### config.mk
export PLATFORM = sky130hd
export DESIGN_NAME = sequence_loader
export DESIGN_NICKNAME = d
export VERILOG_FILES = /design/src/rtl/sequence_loader.sv
export SDC_FILE = /design/constraint.sdc
export NUM_CORES = 1
export LEC_CHECK = 0
export CORE_MARGIN = 2
export CORE_UTILIZATION = 50
export DETAILED_ROUTE_END_ITERATION = 12
export GPL_TIMING_DRIVEN = 0
export PLACE_DENSITY = 0.78
export SYNTH_ARGS = -nofsm -noshare
export SYNTH_HDL_FRONTEND = slang
export SYNTH_SLANG_ARGS = --single-unit
### constraint.sdc
create_clock -name clk -period 2.45 [get_ports clk]
set_input_delay 0.245 -clock clk [delete_from_list [all_inputs] [get_ports clk]]
set_output_delay 0.245 -clock clk [all_outputs]
set_load 0.005 [all_outputs]
### src/rtl/sequence_loader.sv
// Loads COUNT Simon colours into the sequence RAM, sourced from the level ROM or a 16-bit LFSR.
// One write strobe per entry, with busy/done handshake, abort and an entries-written count.
module sequence_loader #(
    parameter int COLOR_W = 2,
    parameter int DEPTH   = 8,
    parameter int ROM_LAT = 1
) (
    input  logic                       clk,
    input  logic                       reset,
    input  logic                       go,
    input  logic                       mode,
    input  logic [$clog2(DEPTH):0]     count,
    input  logic [15:0]                seed,
    input  logic                       abort,
    output logic [$clog2(DEPTH)-1:0]   rom_addr,
    output logic                       rom_rd,
    input  logic [COLOR_W-1:0]         rom_data,
    output logic [$clog2(DEPTH)-1:0]   wr_addr,
    output logic [COLOR_W-1:0]         wr_data,
    output logic                       write,
    output logic                       busy,
    output logic                       done,
    output logic [$clog2(DEPTH):0]     loaded
);

    localparam int AW = $clog2(DEPTH);
    localparam int WW = (ROM_LAT > 1) ? $clog2(ROM_LAT) : 1;
    localparam logic [AW:0]   DEPTH_CNT = (AW+1)'(DEPTH);
    localparam logic [AW:0]   ONE_CNT   = (AW+1)'(1);
    localparam logic [AW-1:0] ONE_IDX   = AW'(1);
    localparam logic [WW-1:0] WAIT_LAST = WW'(ROM_LAT - 1);
    localparam logic [WW-1:0] ONE_WAIT  = WW'(1);

    typedef enum logic [2:0] {
        S_IDLE,
        S_FETCH,
        S_WAIT,
        S_GEN,
        S_WRITE,
        S_DONE
    } state_t;

    state_t               state_reg, state_next;
    logic                 mode_reg, mode_next;
    logic [AW:0]          count_reg, count_next;
    logic [15:0]          lfsr_reg, lfsr_next;
    logic [AW-1:0]        idx_reg, idx_next;
    logic [WW-1:0]        wait_reg, wait_next;
    logic [AW-1:0]        rom_addr_reg, rom_addr_next;
    logic                 rom_rd_reg, rom_rd_next;
    logic [AW-1:0]        wr_addr_reg, wr_addr_next;
    logic [COLOR_W-1:0]   wr_data_reg, wr_data_next;
    logic                 write_reg, write_next;
    logic                 done_reg, done_next;
    logic [AW:0]          loaded_reg, loaded_next;

    logic [AW:0]          count_eff;
    logic [15:0]          seed_eff;
    logic [15:0]          lfsr_step;
    logic                 last_entry;

    // Zero or oversize requests load the whole memory; an all-zero seed would lock the LFSR.
    assign count_eff  = (count == '0 || count > DEPTH_CNT) ? DEPTH_CNT : count;
    assign seed_eff   = (seed == 16'h0000) ? 16'h0001 : seed;
    assign lfsr_step  = {lfsr_reg[14:0], lfsr_reg[15] ^ lfsr_reg[13] ^ lfsr_reg[12] ^ lfsr_reg[10]};
    assign last_entry = ({1'b0, idx_reg} == (count_reg - ONE_CNT));

    always_comb begin
        state_next    = state_reg;
        mode_next     = mode_reg;
        count_next    = count_reg;
        lfsr_next     = lfsr_reg;
        idx_next      = idx_reg;
        wait_next     = wait_reg;
        rom_addr_next = '0;
        rom_rd_next   = 1'b0;
        wr_addr_next  = wr_addr_reg;
        wr_data_next  = wr_data_reg;
        write_next    = 1'b0;
        done_next     = 1'b0;
        loaded_next   = loaded_reg;

        case (state_reg)
            S_IDLE: begin
                if (go) begin
                    mode_next   = mode;
                    count_next  = count_eff;
                    lfsr_next   = seed_eff;
                    idx_next    = '0;
                    loaded_next = '0;
                    if (mode) begin
                        state_next = S_GEN;
                    end else begin
                        state_next    = S_FETCH;
                        rom_rd_next   = 1'b1;
                        rom_addr_next = '0;
                    end
                end
            end
            S_FETCH: begin
                state_next = S_WAIT;
                wait_next  = '0;
            end
            S_WAIT: begin
                if (wait_reg == WAIT_LAST) begin
                    wr_data_next = rom_data;
                    wr_addr_next = idx_reg;
                    write_next   = 1'b1;
                    state_next   = S_WRITE;
                end else begin
                    wait_next = wait_reg + ONE_WAIT;
                end
            end
            S_GEN: begin
                wr_data_next = lfsr_reg[COLOR_W-1:0];
                wr_addr_next = idx_reg;
                write_next   = 1'b1;
                lfsr_next    = lfsr_step;
                state_next   = S_WRITE;
            end
            S_WRITE: begin
                loaded_next = loaded_reg + ONE_CNT;
                if (last_entry) begin
                    state_next = S_DONE;
                    done_next  = 1'b1;
                end else begin
                    idx_next = idx_reg + ONE_IDX;
                    if (mode_reg) begin
                        state_next = S_GEN;
                    end else begin
                        state_next    = S_FETCH;
                        rom_rd_next   = 1'b1;
                        rom_addr_next = idx_reg + ONE_IDX;
                    end
                end
            end
            S_DONE: begin
                state_next = S_IDLE;
            end
            default: begin
                state_next = S_IDLE;
            end
        endcase

        // Abort cancels pending work; a write strobe already on the bus still counts above.
        if (abort && state_reg != S_IDLE) begin
            state_next    = S_IDLE;
            idx_next      = idx_reg;
            lfsr_next     = lfsr_reg;
            wr_addr_next  = wr_addr_reg;
            wr_data_next  = wr_data_reg;
            rom_addr_next = '0;
            rom_rd_next   = 1'b0;
            write_next    = 1'b0;
            done_next     = 1'b0;
        end
    end

    always_ff @(posedge clk or negedge reset) begin
        if (!reset) begin
            state_reg    <= S_IDLE;
            mode_reg     <= 1'b0;
            count_reg    <= '0;
            lfsr_reg     <= '0;
            idx_reg      <= '0;
            wait_reg     <= '0;
            rom_addr_reg <= '0;
            rom_rd_reg   <= 1'b0;
            wr_addr_reg  <= '0;
            wr_data_reg  <= '0;
            write_reg    <= 1'b0;
            done_reg     <= 1'b0;
            loaded_reg   <= '0;
        end else begin
            state_reg    <= state_next;
            mode_reg     <= mode_next;
            count_reg    <= count_next;
            lfsr_reg     <= lfsr_next;
            idx_reg      <= idx_next;
            wait_reg     <= wait_next;
            rom_addr_reg <= rom_addr_next;
            rom_rd_reg   <= rom_rd_next;
            wr_addr_reg  <= wr_addr_next;
            wr_data_reg  <= wr_data_next;
            write_reg    <= write_next;
            done_reg     <= done_next;
            loaded_reg   <= loaded_next;
        end
    end

    assign rom_addr = rom_addr_reg;
    assign rom_rd   = rom_rd_reg;
    assign wr_addr  = wr_addr_reg;
    assign wr_data  = wr_data_reg;
    assign write    = write_reg;
    assign done     = done_reg;
    assign loaded   = loaded_reg;
    assign busy     = (state_reg != S_IDLE);

endmodule

==> results.toml, run 1 <==
[critical_path]
required_ns = 2.61
arrival_ns = 2.07
critPathMaxFanout = 7
crit_type = "flop to flop"
start_kind = "flop"
end_kind = "flop"

[clocking]
clock_sinks = 42
cts_buffers = 5
path_clk_slew_ns = 0.08
cts_tree = "built"
hold_buffers = 1
insertion_delay_ns = 0.30
post_cts_buffers = 0
clock_tree.buffer_depth = 2
cts_root_buf = "clkbuf_8"
htree_levels = 2
cts.repair.resized = 0

[logic_synthesis]
synth-main-ff-cell = "dfrtp_1"
syn-cell-area_sq_um = 2030
postSynthCellCount = 202
synth.yosys.seq_area_share = 0.517
ys_warn_count = 0
synthArstFlopShare = 1.00
synth_cell_type_count = 37
synth_edf_count = 0
synth.ff_latch_count = 42
syn-num-nets = 232
avgSynthCellArea_sq_um = 10.1

[run_status]
status = "completed"

[floorplanning]
die-area_sq_um = 4590
rows = 23
die_w_um = 67.8
initial_core_util = 0.512
pin_count = 43
core_sq_um = 3970
die_h_um = 67.8

[global_routing]
gr-usage-met2 = 0.335
gr-total-overflow = 0
met1_usage = 0.262
grt_pass1_vias = 1553
grt_max_degree = 28
grt_use_met3 = 0.0583
antenna_found_initial = 0
grt_use_total = 0.206
busiest_layer = "met2"
grt_pass1_wl_mm = 6.96

[timing]
worstMarginPinSlew_ns = 0.637
maxSlewViolCount = 0
setup_violations = 0
post-route-min-period_ns = 1.91
setup_tns_ns = 0
max_freq_ghz = 0.523
final_hold_viol_count = 0
fin_crit_sh = 0.780
final.setup_skew_ns = 0.00316
slew_headroom = 0.574
rsz0062_at_grt = "no"

[route]
drcViolationCount = 0
drt.antenna.violating_nets = 0
drt_iter0_drc = 145
wl_per_cell_um = 13.7
drt_first_pass_iters = 4
vias = 1614
via_per_inst = 5.31
wl_mm = 4.18

[pwr]
clkPwrFrac = 0.183
vdd_ir_drop_max_mv = 0.507
switching_share = 0.360
power_switching_w = 0.000917
combPwrFrac = 0.380
powerDensity_nw_per_um2 = 965
power_w = 0.00255
internal_power_w = 0.00163
p_seq_frac = 0.438
power.leakage_nw = 1.18

[placement]
dp.cells = 295
post_dp_cell_area_sq_um = 2530
port-buffer-count = 42
place_congestion = 0.781
dp_hpwl_mm = 3.09

[final_layout]
seq_area_sq_um = 1050
drive_gt1_frac = 0.0984
fin_nets = 283
multi_input_area_sq_um = 906
syn_to_final_growth_pct = 29.6
fin_util = 0.664
fin_area_sq_um = 2640
instances_no_fill = 304
antenna_cells = 0
nFillCells = 332
largest_register_ffs = 16

[min_path]
min_path_type = "input port to async pin"

[job]
cap_violations = 0
[per-layer routing]
layer	wire [um]	vias to the layer above
met2	2070	23
met3	124	8
met4	73	0
li1	-	802
met1	1910	781
met5	0	-
[synth_stat cells (2+ instances only)]
cell,instances,share of area
ha_1,3,0.018
and2_1,2,0.0061
nor3_2,2,0.0098
nand3_1,6,0.015
mux2i_1,14,0.069
clkbuf_1,6,0.011
nand2_1,13,0.024
mux2_2,4,0.022
nand2b_1,3,0.0092
nor4_1,3,0.0092
inv_1,8,0.015
xnor2_1,4,0.017
buf_2,5,0.012
a21oi_1,25,0.062
o22ai_1,2,0.0061
o21ai_0,9,0.022
nor3_1,5,0.012
dfrtp_1,42,0.52
xor2_1,4,0.017
nor2_1,25,0.046
[worst max-delay path, cell delays in order (launching register included)]
cell,delay (ns)
dfrtp_1,0.42
inv_1,0.07
ha_1,0.20
xnor2_1,0.21
nor3b_1,0.12
o311ai_4,0.45
and2_1,0.19
o221ai_1,0.12
[final timing paths]
path / slack [ns] / depth (start not counted) / end / startpoint
max: 0.54 / 7 / idx_reg[2] / count_reg[0]
min in group clk: 0.52 / 1 / wr_addr[0] / wr_addr[0]
min: 0.39 / 2 / count_reg[0] / reset
max reg2reg: 0.54 / 7 / idx_reg[2] / count_reg[0]
max in group asynchronous: 1.61 / 3 / lfsr_reg[5] / reset
min reg2reg: 0.52 / 1 / wr_addr[0] / wr_addr[0]
[layout make-up]
| type | instances | share of cell area |
|---|---|---|
| clock inverters | 2 | 0.00474 |
| well taps | 50 | 0.0237 |
| plain buffers | 11 | 0.0180 |
| repair buffers | 44 | 0.169 |
| multi-input cells | 141 | 0.343 |
| inverters | 8 | 0.0114 |
| flip-flops and latches | 42 | 0.398 |
| clock buffers | 6 | 0.0313 |
[power by group through the flow]
stage | Clock [W] | Combinational (W) | Sequential, W
2_1_floorplan | 0 | 0.000653 | 0.00109
3_3_place_gp | 0 | 0.000930 | 0.00111
3_5_place_dp | 0 | 0.000969 | 0.00112
4_1_cts | 0.000477 | 0.000979 | 0.00111
5_1_grt | 0.000508 | 0.00109 | 0.00114
6_report | 0.000465 | 0.000967 | 0.00111
[cell families after synthesis]
family	share of synthesized area
AND/OR/NAND/NOR	0.179
AO/OA/AOI/OAI	0.122
flip-flops	0.517
buffers and inverters	0.0381
multiplexers	0.0910
XOR/XNOR	0.0344
adder cells (fa/ha/maj)	0.0185
[per-stage QoR]
step / setup WS (ns) / hold slack, ns
6_report: 0.540 / 0.388
5_1_grt: 0.359 / 0.435
4_1_cts: 0.516 / 0.397
3_5_place_dp: 0.438 / 0.186
3_3_place_gp: 0.110 / 0.499
2_1_floorplan: 0.751 / -0.0506
[cell usage in the layout (no fill, tap or decap), drive strengths merged]
cell type      synthesis  routed
dfrtp                 42      42
clkdlybuf4s50          0      41
nor2                  25      25
a21oi                 25      25
mux2i                 14      14
nand2                 14      14
clkbuf                 6      12
o21ai                  9       9
inv                    8       8
buf                    5       7
nor3                   7       7
nand3                  6       6
xnor2                  4       4
xor2                   4       4
mux2                   4       4
nor4                   3       3
nand2b                 3       3
ha                     3       3
o22ai                  2       2
and2                   2       2
nor3b                  2       2
or3b                   1       1
nor4b                  1       1
and4b                  1       1
o311ai                 1       1
or3                    1       1
or4b                   1       1
nand3b                 1       1
a41oi                  1       1
o211ai                 1       1
o21a                   1       1
or2                    1       1
nand4                  1       1
o221ai                 1       1
o31ai                  1       1
clkinv                 0       1
clkinvlp               0       1
dlygate4sd3            0       1
Note: power is estimated with default switching activity, not from simulation.
==> run 2: changes to the inputs <==
--- a/config.mk
+++ b/config.mk
@@ -6,10 +6,10 @@
 export NUM_CORES = 1
 export LEC_CHECK = 0
 export CORE_MARGIN = 2
-export CORE_UTILIZATION = 50
+export CORE_UTILIZATION = 45
 export DETAILED_ROUTE_END_ITERATION = 12
 export GPL_TIMING_DRIVEN = 0
-export PLACE_DENSITY = 0.78
+export PLACE_DENSITY = 0.74
 export SYNTH_ARGS = -nofsm -noshare
 export SYNTH_HDL_FRONTEND = slang
 export SYNTH_SLANG_ARGS = --single-unit
==> constraint.sdc (replaced) <==
create_clock -name clk -period 1.6 [get_ports clk]
set_input_delay 0.16 -clock clk [delete_from_list [all_inputs] [get_ports clk]]
set_output_delay 0.16 -clock clk [all_outputs]
set_load 0.005 [all_outputs]
==> run 2 against run 1 <==
Net effect: the run now ends with negative setup slack left; non-clock buffer count increased by 7; largest power group is now combinational cells; core utilization increased by 0.080 points; die area increased by 10%; sequential share of layout area decreased by 3.5 points; final area increased by 9.8%; hold slack got worse by 0.022 ns.
==> results.toml, run 2 (synthesized netlist as in run 1, its figures left out) <==
[timing]
maxSlewViolCount = 0
rsz0062_at_grt = "yes"
post-route-min-period_ns = 1.83
setup_violations = 10
final_hold_viol_count = 0
worstMarginPinSlew_ns = 0.497
holdWs_ns = 0.366
setup_tns_ns = -1.65
final.setup_skew_ns = 0.0112
max_freq_ghz = 0.545
slew_headroom = 0.668
setup_ws_ns = -0.234
fin_crit_sh = 1.15

[final_layout]
nFillCells = 316
multi_input_area_sq_um = 1000
final_cell_mix = "dfrtp_1 (40), clkdlybuf4s50_1 (40), nor2_1 (24), a21oi_1 (24), mux2i_1 (14)"
syn_to_final_growth_pct = 42.3
seq_area_sq_um = 1050
largest_register_ffs = 16
fin_util = 0.665
fin_nets = 290
antenna_cells = 0
drive_gt1_frac = 0.195

[critical_path]
r2r_start = "idx_reg[2]"
crit_type = "flop to flop"
required_ns = 1.79
critPathMaxFanout = 6
rr_worst_depth = 6
arrival_ns = 2.02
r2r_slack_ns = -0.23
r2r_end = "state_reg[2]"
start_kind = "flop"
end_kind = "flop"

[placement]
dp_hpwl_mm = 3.04
port-buffer-count = 42
place_congestion = 0.769
place_ws_ns = -0.334

[job]
cap_violations = 0

[run_status]
violations = "negative setup slack"
status = "complete, but fails checks"

[floorplanning]
rows = 24
die_w_um = 71.2
pin_count = 43
die-area_sq_um = 5080
core_sq_um = 4350
initial_core_util = 0.467
die_h_um = 71.2

[clocking]
insertion_delay_ns = 0.30
htree_levels = 2
clock_sinks = 42
cts_root_buf = "clkbuf_8"
path_clk_slew_ns = 0.09
cts_tree = "built"
cts_buffers = 5
clock_tree.buffer_depth = 2

[global_routing]
grt_use_total = 0.183
grt_pass1_wl_mm = 7.32
grt_max_degree = 24
grt_pass1_vias = 1615
antenna_found_initial = 0
gr-total-overflow = 0

[route]
via_per_inst = 5.35
wl_per_cell_um = 14.9
wl_mm = 4.66
vias = 1675
drt.antenna.violating_nets = 0
drcViolationCount = 0
drt_first_pass_iters = 4
drt_iter0_drc = 98

[pwr]
powerDensity_nw_per_um2 = 1580
power.leakage_nw = 1.32
switching_share = 0.342
power_w = 0.00458
combPwrFrac = 0.396
clkPwrFrac = 0.218
vdd_ir_drop_max_mv = 0.844
internal_power_w = 0.00301
p_seq_frac = 0.386
power_switching_w = 0.00157

[min_path]
min_path_type = "input port to async pin"
-- run 2: cell count changes in the layout (fill, tap and decap cells not counted), sizes merged --
cell	delta
buf	+9
dlymetal6s2s	+2
clkbuf	-4
bufinv	+2
clkinvlp	-1
clkdlybuf4s50	-1
-- run 2: cell type report --
cell class / instances / share of cell area
Timing Repair Buffer: 55 / 0.194
Sequential cell: 42 / 0.364
Tap cell: 52 / 0.0225
Clock inverter: 3 / 0.0238
Multi-Input combinational cell: 141 / 0.346
Buffer: 7 / 0.0151
Clock buffer: 5 / 0.0238
Inverter: 8 / 0.0104
-- run 2: power groups by stage --
stage,logic [W],clock network (W),registers [W]
floorplan,0.00103,0,0.00166
global placement,0.00145,0,0.00170
detailed placement,0.00152,0,0.00171
CTS,0.00158,0.00101,0.00175
global route,0.00198,0.00108,0.00182
finish,0.00181,0.000999,0.00177
-- run 2: timing repair --
item | CTS | global route
gates cloned | 0 | 1
pin swaps | 4 | 5
gates resized for setup | 8 | 27
setup buffers | 4 | 6
hold buffers | 1 | 0
endpoints found under the hold margin | 19 | 0
setup endpoints to repair | 37 | 38
-- run 2: metrics by stage --
step,cell area [sq um],cells
3_3_place_gp,2530,296
6_report,2900,313
5_1_grt,2900,313
2_1_floorplan,2040,202
3_5_place_dp,2550,297
4_1_cts,2760,307
-- run 2: worst max-delay path, stage by stage (launching register included) --
cell	delay, ns
dfrtp_1	0.51
xnor2_4	0.22
and4b_1	0.22
o311ai_4	0.36
buf_12	0.16
nor3_2	0.04
or2_1	0.22
-- run 2: metal layers --
layer | GRT usage | part of all wire
met5 | 0 | 0
met4 | 0.0629 | 0.012
met1 | 0.240 | 0.43
met3 | 0.0422 | 0.035
met2 | 0.298 | 0.52
-- run 2: worst max-delay path by stage --
stage / startpoint / cells past startpoint / to
4_1_cts: count_reg[0] / 8 / state_reg[2]
3_3_place_gp: reset / 1 / lfsr_reg[3]
6_report: idx_reg[2] / 6 / state_reg[2]
3_5_place_dp: abort / 6 / lfsr_reg[7]
2_1_floorplan: count_reg[0] / 7 / idx_reg[2]
5_1_grt: idx_reg[2] / 6 / idx_reg[1]
